<file path="config.mk">
export PLATFORM = sky130hd
export DESIGN_NAME = expr_truth_table_scanner
export DESIGN_NICKNAME = d
export VERILOG_FILES = /design/src/rtl/expr_scan_pkg.sv /design/src/rtl/scan_settle_timer.sv /design/src/rtl/expr_truth_table_scanner.sv
export SDC_FILE = /design/constraint.sdc
export NUM_CORES = 1
export LEC_CHECK = 0
export CORE_ASPECT_RATIO = 1.2
export CORE_MARGIN = 2
export CORE_UTILIZATION = 48
export DETAILED_ROUTE_END_ITERATION = 6
export PLACE_DENSITY_LB_ADDON = 0.12
export SYNTH_ARGS = -nofsm -noshare
export SYNTH_HDL_FRONTEND = slang
export SYNTH_SLANG_ARGS = --single-unit
</file>
<file path="constraint.sdc">
create_clock -name clk -period 3.6 [get_ports clk]
set_clock_uncertainty 0.15 [all_clocks]
set_input_delay 0.72 -clock clk [delete_from_list [all_inputs] [get_ports clk]]
set_output_delay 0.72 -clock clk [all_outputs]
set_load 0.02 [all_outputs]
</file>
<file path="src/rtl/expr_scan_pkg.sv">
// Shared constants and state encoding for the truth-table sweep controller.
// Latency: n/a (package); backpressure: n/a.
package expr_scan_pkg;

  localparam int NUM_VECTORS = 8;
  localparam int VEC_W       = 3;

  // The evaluated expression reduces to constant 0, so every golden bit is 0.
  localparam logic [NUM_VECTORS-1:0] EXPECTED_TABLE_DEFAULT = 8'h00;

  localparam logic [1:0] ST_IDLE   = 2'd0;
  localparam logic [1:0] ST_SETTLE = 2'd1;
  localparam logic [1:0] ST_SAMPLE = 2'd2;
  localparam logic [1:0] ST_DONE   = 2'd3;

endpackage

</file>
<file path="src/rtl/scan_settle_timer.sv">
// Loadable down-counter; expired is high whenever the count sits at zero.
// Latency: load takes effect on the next edge; backpressure: none.
module scan_settle_timer #(
  parameter int W = 4
) (
  input  logic         clk,
  input  logic         rst_n,
  input  logic         load,
  input  logic         en,
  input  logic [W-1:0] load_val,
  output logic         expired
);

  logic [W-1:0] count;

  always_ff @(posedge clk or negedge rst_n) begin
    if (!rst_n) begin
      count <= '0;
    end else if (load) begin
      count <= load_val;
    end else if (en && (count != '0)) begin
      count <= count - 1'b1;
    end
  end

  assign expired = (count == '0);

endmodule

</file>
<file path="src/rtl/expr_truth_table_scanner.sv">
// Sweeps {a,b,c} = 0..7 through an external evaluator, captures o, compares to golden.
// Latency: done in cycle 8*(SETTLE_CYCLES+1)+1 after start; backpressure: start ignored while busy.
module expr_truth_table_scanner
  import expr_scan_pkg::*;
#(
  parameter int                         SETTLE_CYCLES  = 1,
  parameter logic [NUM_VECTORS-1:0]     EXPECTED_TABLE = EXPECTED_TABLE_DEFAULT
) (
  input  logic                   clk,
  input  logic                   rst_n,
  input  logic                   start,
  input  logic                   abort,
  output logic                   eval_a,
  output logic                   eval_b,
  output logic                   eval_c,
  input  logic                   eval_o,
  output logic                   busy,
  output logic                   done,
  output logic [NUM_VECTORS-1:0] truth_table,
  output logic                   mismatch,
  output logic [3:0]             fail_count,
  output logic [VEC_W-1:0]       first_fail
);

  localparam logic [VEC_W-1:0] LAST_VEC    = VEC_W'(NUM_VECTORS - 1);
  localparam logic [3:0]       SETTLE_LOAD = (SETTLE_CYCLES == 0) ? 4'd0 : 4'(SETTLE_CYCLES - 1);
  // With no settle time each vector is sampled in the cycle right after it is driven.
  localparam logic [1:0]       VEC_ENTRY   = (SETTLE_CYCLES == 0) ? ST_SAMPLE : ST_SETTLE;

  logic [1:0]             state;
  logic [VEC_W-1:0]       vec_idx;
  logic                   tmr_load;
  logic                   tmr_expired;
  logic [NUM_VECTORS-1:0] final_table;
  logic [NUM_VECTORS-1:0] diff;
  logic [3:0]             diff_cnt;
  logic [VEC_W-1:0]       diff_first;

  assign tmr_load = ((state == ST_IDLE) && start) ||
                    ((state == ST_SAMPLE) && !abort && (vec_idx != LAST_VEC));

  scan_settle_timer #(.W(4)) u_settle (
    .clk      (clk),
    .rst_n    (rst_n),
    .load     (tmr_load),
    .en       (state == ST_SETTLE),
    .load_val (SETTLE_LOAD),
    .expired  (tmr_expired)
  );

  // Table as it will look after this SAMPLE capture; only consumed on the last vector.
  always_comb begin
    final_table          = truth_table;
    final_table[vec_idx] = eval_o;
    diff                 = final_table ^ EXPECTED_TABLE;
    diff_cnt             = '0;
    diff_first           = '0;
    for (int i = 0; i < NUM_VECTORS; i++) begin
      diff_cnt = diff_cnt + {3'b000, diff[i]};
    end
    for (int i = NUM_VECTORS - 1; i >= 0; i--) begin
      if (diff[i]) diff_first = VEC_W'(i);
    end
  end

  always_ff @(posedge clk or negedge rst_n) begin
    if (!rst_n) begin
      state       <= ST_IDLE;
      vec_idx     <= '0;
      truth_table <= '0;
      mismatch    <= 1'b0;
      fail_count  <= '0;
      first_fail  <= '0;
    end else begin
      case (state)
        ST_IDLE: begin
          if (start) begin
            state       <= VEC_ENTRY;
            vec_idx     <= '0;
            truth_table <= '0;
          end
        end
        ST_SETTLE: begin
          if (abort) begin
            state <= ST_IDLE;
          end else if (tmr_expired) begin
            state <= ST_SAMPLE;
          end
        end
        ST_SAMPLE: begin
          if (abort) begin
            state <= ST_IDLE;
          end else begin
            truth_table[vec_idx] <= eval_o;
            if (vec_idx == LAST_VEC) begin
              state      <= ST_DONE;
              mismatch   <= |diff;
              fail_count <= diff_cnt;
              first_fail <= diff_first;
            end else begin
              vec_idx <= vec_idx + 1'b1;
              state   <= VEC_ENTRY;
            end
          end
        end
        ST_DONE: state <= ST_IDLE;
        default: state <= ST_IDLE;
      endcase
    end
  end

  assign busy   = (state != ST_IDLE);
  assign done   = (state == ST_DONE);
  assign eval_a = vec_idx[2];
  assign eval_b = vec_idx[1];
  assign eval_c = vec_idx[0];

endmodule
</file>
# Word level (Yosys, flattened, before mapping)
# Index checks and enable logic that the tools add are counted.
totals:
  inputBits: 5
  latchBits: 0
  output_inout_bits: 21
  mem_bits_rw: 0
  word_cells: 72
  mem_count: 0
  rom_bits: 0
  register_bits: 25
classes:
  n_reduce_logical: 18
  n_mul: 0
  bitwise_logic: 1
  order_cmp: 2
  shift: 0
  div_mod_pow: 0
  n_mux: 26
  n_addsub: 9
  eq_ne: 9
op_table:
  columns: ["cell", "count"]
  rows:
  - ["2-to-1 mux 3 bit", 11]
  - ["adder 4 x 1 -> 4 bit", 4]
  - ["2-to-1 mux 8 bit", 2]
  - ["one-hot mux 8 bit (2 select lines)", 1]
  - ["2-to-1 mux 2 bit", 5]
  - ["bitwise mux 8 bit", 1]
  - ["2-to-1 mux 4 bit", 2]
  - ["one-hot mux 2 bit (4 select lines)", 1]
  - ["OR reduction 8 bit", 1]
  - ["!= test 2 bit (second input constant)", 3]
  - ["!= test 3 bit (second input constant)", 2]
  - ["one-hot mux 3 bit (2 select lines)", 1]
  - ["AND reduction 3 bit", 2]
  - ["nonzero test 2 bit", 3]
  - ["logical AND 1 bit", 5]
  - ["adder 3 x 1 -> 4 bit", 1]
  - ["== test 2 bit (second input constant)", 2]
  - ["logical NOT 4 bit", 1]
  - ["less-than comparator 3 x 4 -> 1 bit (second input constant)", 1]
  - ["AND reduction 4 bit", 1]
  - ["nonzero test 4 bit", 1]
  - ["subtractor 4 x 1 -> 4 bit (second input constant)", 1]
  - ["adder 2 x 1 -> 3 bit", 1]
  - ["adder 3 x 1 -> 3 bit (second input constant)", 1]
  - ["other kinds (11)", 11]

# Depth between registers and ports, before layout
logic_depth:
  ltp_word: 13
  mapped_depth: 14
  mapped_depth_nobuf: 13

# By module
# A second synthesis with hierarchy kept.
hier_totals:
  hier_cells: 177
  area_unflattened_um2: 1750.4
by_module_without_submodules:
  columns: ["module", "area_each_um2", "n_inst", "seq_area_each_um2", "cells_per_inst"]
  rows:
  - ["expr_truth_table_scanner", 1480.2, 1, 525.5, 150]
  - ["scan_settle_timer", 270.3, 1, 100.1, 27]

# Worst setup path after synthesis
# OpenSTA, ideal clock, no wires.
synth_timing:
  kind: "flip-flop to flip-flop"
  start: "register vec_idx[0]"
  end: "register fail_count[1]"
  arrival_ns: 3.774
  slack_ns: -0.407
  n_path_buf: 1
  stages_incl_launch_ff: 14
  t_required_ns: 3.367
  period_less_slack_ns: 4.007
  setup_ns: 0.083
  path_cell_list: "dfrtp_1 > buf_6 > nor3_1 > mux2i_2 > inv_1 > fa_1 > fa_1 > inv_1 > fa_1 > inv_1 > ha_1 > inv_1 > fa_1 > o21ai_0"
synth_between:
  elab_chain_cells: 12
  elab_cells_between_ends: 15
  classes_between: "add/sub: 7; order compare: 2; eq/ne: 1; mux: 3; reduce/logical: 2"
synth_lines:
  columns: ["item", "line_no", "text"]
  rows:
  - ["start: declaration", "expr_truth_table_scanner.sv:31", "logic [VEC_W-1:0] vec_idx;"]
  - ["start signal: assignment", "expr_truth_table_scanner.sv:101", "vec_idx <= vec_idx + 1'b1;"]
  - ["less-than comparator 3 x 4 -> 1 bit (not written as such) or greater-or-equal comparator 3 x 1 -> 1 bit (tied branches)", "expr_truth_table_scanner.sv:54", "final_table[vec_idx] = eval_o;"]
  - ["logical AND 1 bit (not written as such)", "expr_truth_table_scanner.sv:54", null]
  - ["2-to-1 mux 1 bit (not written as such)", "expr_truth_table_scanner.sv:54", null]
  - ["demux 1 bit (select 3 bit)", "expr_truth_table_scanner.sv:54", null]
  - ["bitwise mux 8 bit", "expr_truth_table_scanner.sv:54", null]
  - ["adder 1 x 1 -> 2 bit", "expr_truth_table_scanner.sv:59", "diff_cnt = diff_cnt + {3'b000, diff[i]};"]
  - ["adder 2 x 1 -> 3 bit", "expr_truth_table_scanner.sv:59", null]
  - ["adder 3 x 1 -> 4 bit", "expr_truth_table_scanner.sv:59", null]
  - ["adder 4 x 1 -> 4 bit (4 in a row)", "expr_truth_table_scanner.sv:59", null]
  - ["end signal: assignment", "expr_truth_table_scanner.sv:98", "fail_count <= diff_cnt;"]
  - ["end: declaration", "expr_truth_table_scanner.sv:21", "output logic [3:0] fail_count,"]
# Parallel ways exist; a longest one is shown, timed or not.
# A chain may end at the register's enable or synchronous reset.

# Worst setup path after layout
# Ends and elaborated chain as after synthesis.

==> run metrics <==
status=finished, violations left; violations in the final reports=setup timing; Period minus WS final=approximately 3600 ps; CP max stage cell=sky130_fd_sc_hd__fa_2; FF-to-FF path depth=12; number of hold buffers added after cts=0; Max Buffers Root-to-Sink=2; Critical Path, Cell by Cell=nor3_4 > mux2i_2 > inv_1 > fa_1 > fa_1 > inv_1 > fa_1 > inv_1 > ha_2 > inv_2 > fa_2 > o21ai_2; portion of the post-synthesis area used by sequential elements=37.9%; beginning of the worst register-to-register path=vec_idx[0]; cell types occupying the most area after synthesis=sky130_fd_sc_hd__dfrtp_1 38%, sky130_fd_sc_hd__a22o_1 5.3%, sky130_fd_sc_hd__ha_1 5.3%; Detail Placement HPWL=2950 um; xor/xnor cell area share of the yosys netlist=~2.1%; pins over their slew limit=0; remaining design rule violation count=0; total wire length=3870 um; RSZ-0062 raised after global routing=true; commonest register cell after synthesis=sky130_fd_sc_hd__dfrtp_1; Avg Synthesized Cell Area=9.37 um^2; Top Family by Delay on Critical Path=adder cells; relative max-transition margin=between 50 and 60%; global-route track usage on met2=a little over a third; endpoint type of the worst setup path=register; crit start category=register; largest family of logic cells by synthesized area=simple AND/OR/NAND/NOR gates; clock root buffer=sky130_fd_sc_hd__clkbuf_8; endpoints failing hold=0; path type of the worst min-delay path=register to register; Crit. path cell count=12; global route total overflow=0; CTS sink cnt=25; antenna violations before repair=0; post-synthesis simple-gate area fraction=19.3%; worst path setup slack after routing=-13.2 ps; Most Crowded Layer GR=met2; count of inserted antenna diode cells=0; number of max-capacitance violations reported=0; crit-path max cell delay=approximately 520 ps; crit path to=fail_count[1]; number of synthesized register bits=25; Arrival @ worst endpoint=between 3000 and 4000 ps; Clk Latency, worst-skew pair=270 ps; y dimension of the die=68.2 um; number of global-route vias before repair=1382; drt via density=between 5 and 6; asr flop ratio synth=100%; final-stage net count=234; M3 GR Usage=3.78%; Period Utilization, post-route=100%; global-route usage over all layers=22.0%; critical path startpoint=vec_idx[0]; clock transition at the register clock pins on the worst setup and hold paths after CTS=~90 ps; Peak VDD IR=342 uV; path type of the worst setup path=register to register; CTS H-tree lvls=1; f_max=between 0.2 and 0.3 GHz; DR pass1 iterations=4; global-route wire length before repair=approximately 6600 um; register-to-register setup slack=-10 ps; cell accounting for the most synthesized area=sky130_fd_sc_hd__dfrtp_1; portion of synthesized cell area occupied by the leading cell type=roughly 38%; critical register-to-register path endpoint=fail_count[1]; Iter 0 DRT Violations=38; areal power density over the cells=408 nW/um^2; Cells after Synth=176; ANT nets after route=0; synthesized-area fraction occupied by ao, oa, aoi and oai cells=17.3%; Leakage Power=0.998 nW; Post-Synth Adder-Cell Area=roughly 10%; post-synthesis to final-layout area growth=28.7%; highest net fanout along the worst path=7; Crit path buffers/inverters=4; floorplan die width=approximately 58 um; multiplexer share of the synthesized area=6.90%; Synth cell types=42; Final setup viols=1; Worst Hold Slack=332 ps; total standard cell area after synthesis=1650 um^2; Starting Density=49.8%; count of warnings emitted by yosys=0; number of flops mapped to enable cells by yosys=0; syn_nets=192; Core Box Area=around 3300 um^2; pin count of the biggest net entering global routing=16; count of buffers inserted at the top-level ports=25; met1 demand-to-capacity share in global routing=slightly above 30%; Placement Rows=23; DR vias=between 1000 and 1500; Worst Path Required=~3600 ps; CTS tree=done; routed wirelength normalized by instance count=about 15 um; share of post-route cells with drive strength above 1=about 20%; Tightest Pin Transition=just under 700 ps; weighted congestion at the end of routability-driven global placement=0.846; number of CTS-inserted buffers=3; top-level I/O count=26; total die area=3920 um^2; final core utilization=~64%
-- synth_stat cells, drive strengths merged, types with 5 or more instances --
master	instances
a22o	10
buf	6
dfrtp	25
ha	7
inv	13
mux2i	8
nand2	23
nand3b	5
nor2	14
o21ai	14
-- logic make-up (layout without fill, tap and decap cells) --
family / Yosys count / count (layout)
XOR/XNOR: 4 / 4
AO/OA/AOI/OAI: 41 / 41
buffers and inverters: 22 / 63
adder cells (fa/ha/maj): 11 / 11
multiplexers: 10 / 10
AND/OR/NAND/NOR: 63 / 63
flip-flops: 25 / 25
-- worst min path at each step --
stage	from	endpoint	slack, ps	cells after the start
floorplan	rst_n	fail_count[0]	270	0
global placement	fail_count[3]	fail_count[3]	310	2
detailed placement	fail_count[3]	fail_count[3]	310	2
CTS	fail_count[3]	fail_count[3]	330	2
global route	fail_count[3]	fail_count[3]	360	2
finish	first_fail[2]	first_fail[2]	330	2
-- final cells by class --
type | instances | area, um^2
clock buffers | 4 | 45.0
fillers | 291 | 1190
inverters | 13 | 48.8
multi-input cells | 129 | 946
flip-flops and latches | 25 | 629
well taps | 37 | 46.3
repair buffers | 46 | 407
-- cells in the final DEF, fill, tap and decap left out, drive strengths merged, types with 2 or more instances in the layout --
master         Yosys  routed
or2                3       3
inv               13      13
buf                6      21
mux2               2       2
nor2b              3       3
a2111oi            2       2
nor3               2       2
nor2              14      14
o21ai             14      14
a22o              10      10
nand2             23      23
xor2               3       3
mux2i              8       8
nand2b             3       3
nand3b             5       5
dfrtp             25      25
a21oi              4       4
nand3              4       4
fa                 4       4
clkdlybuf4s50      0      24
a211oi             2       2
nor3b              4       4
clkbuf             3       4
ha                 7       7
-- flip-flops by register name, indices dropped and copies added (netlist names) --
name and count:
fail_count 4, first_fail 3, mismatch 1, state 2, truth_table 8, u_settle.count 4
vec_idx 3
-- worst reg2reg max path: stages, from the launching register on --
cell	delay [ps]
sky130_fd_sc_hd__dfrtp_2	470
sky130_fd_sc_hd__nor3_4	230
sky130_fd_sc_hd__mux2i_2	250
sky130_fd_sc_hd__inv_1	90
sky130_fd_sc_hd__fa_1	500
sky130_fd_sc_hd__fa_1	490
sky130_fd_sc_hd__inv_1	40
sky130_fd_sc_hd__fa_1	420
sky130_fd_sc_hd__inv_1	70
sky130_fd_sc_hd__ha_2	180
sky130_fd_sc_hd__inv_2	40
sky130_fd_sc_hd__fa_2	520
sky130_fd_sc_hd__o21ai_2	50
-- report_power, final --
part           total, mW  internal, mW  switching, mW
Combinational      0.324         0.153          0.171
Clock              0.171        0.0793         0.0921
Sequential         0.370         0.317         0.0532
-- repair_timing --
action                     in CTS  in global routing
gates resized for setup         1                  2
setup buffers                   5                  3
setup endpoints to repair       2                  2
pin swaps                       3                  2
-- metrics by stage --
stage                     power, mW  instance area (um^2)  instances  setup WS (ps)  TNS (ps)
after CTS                     0.862                  2100        251          -25.5     -25.5
after global placement        0.668                  2010        242           -402      -927
after global routing          0.932                  2120        254           -158      -382
final                         0.865                  2120        254          -13.2     -13.2
after floorplan               0.582                  1680        176           -149      -282
after detailed placement      0.683                  2010        242           -516     -1300
-- layer usage --
metal  routed length (um)  up-vias
li1                     -      688
met1                 1820      687
met2                 1900       26
met3                  123        4
met4                   35        0
met5                    0        -
(Power assumes the default switching activity.)
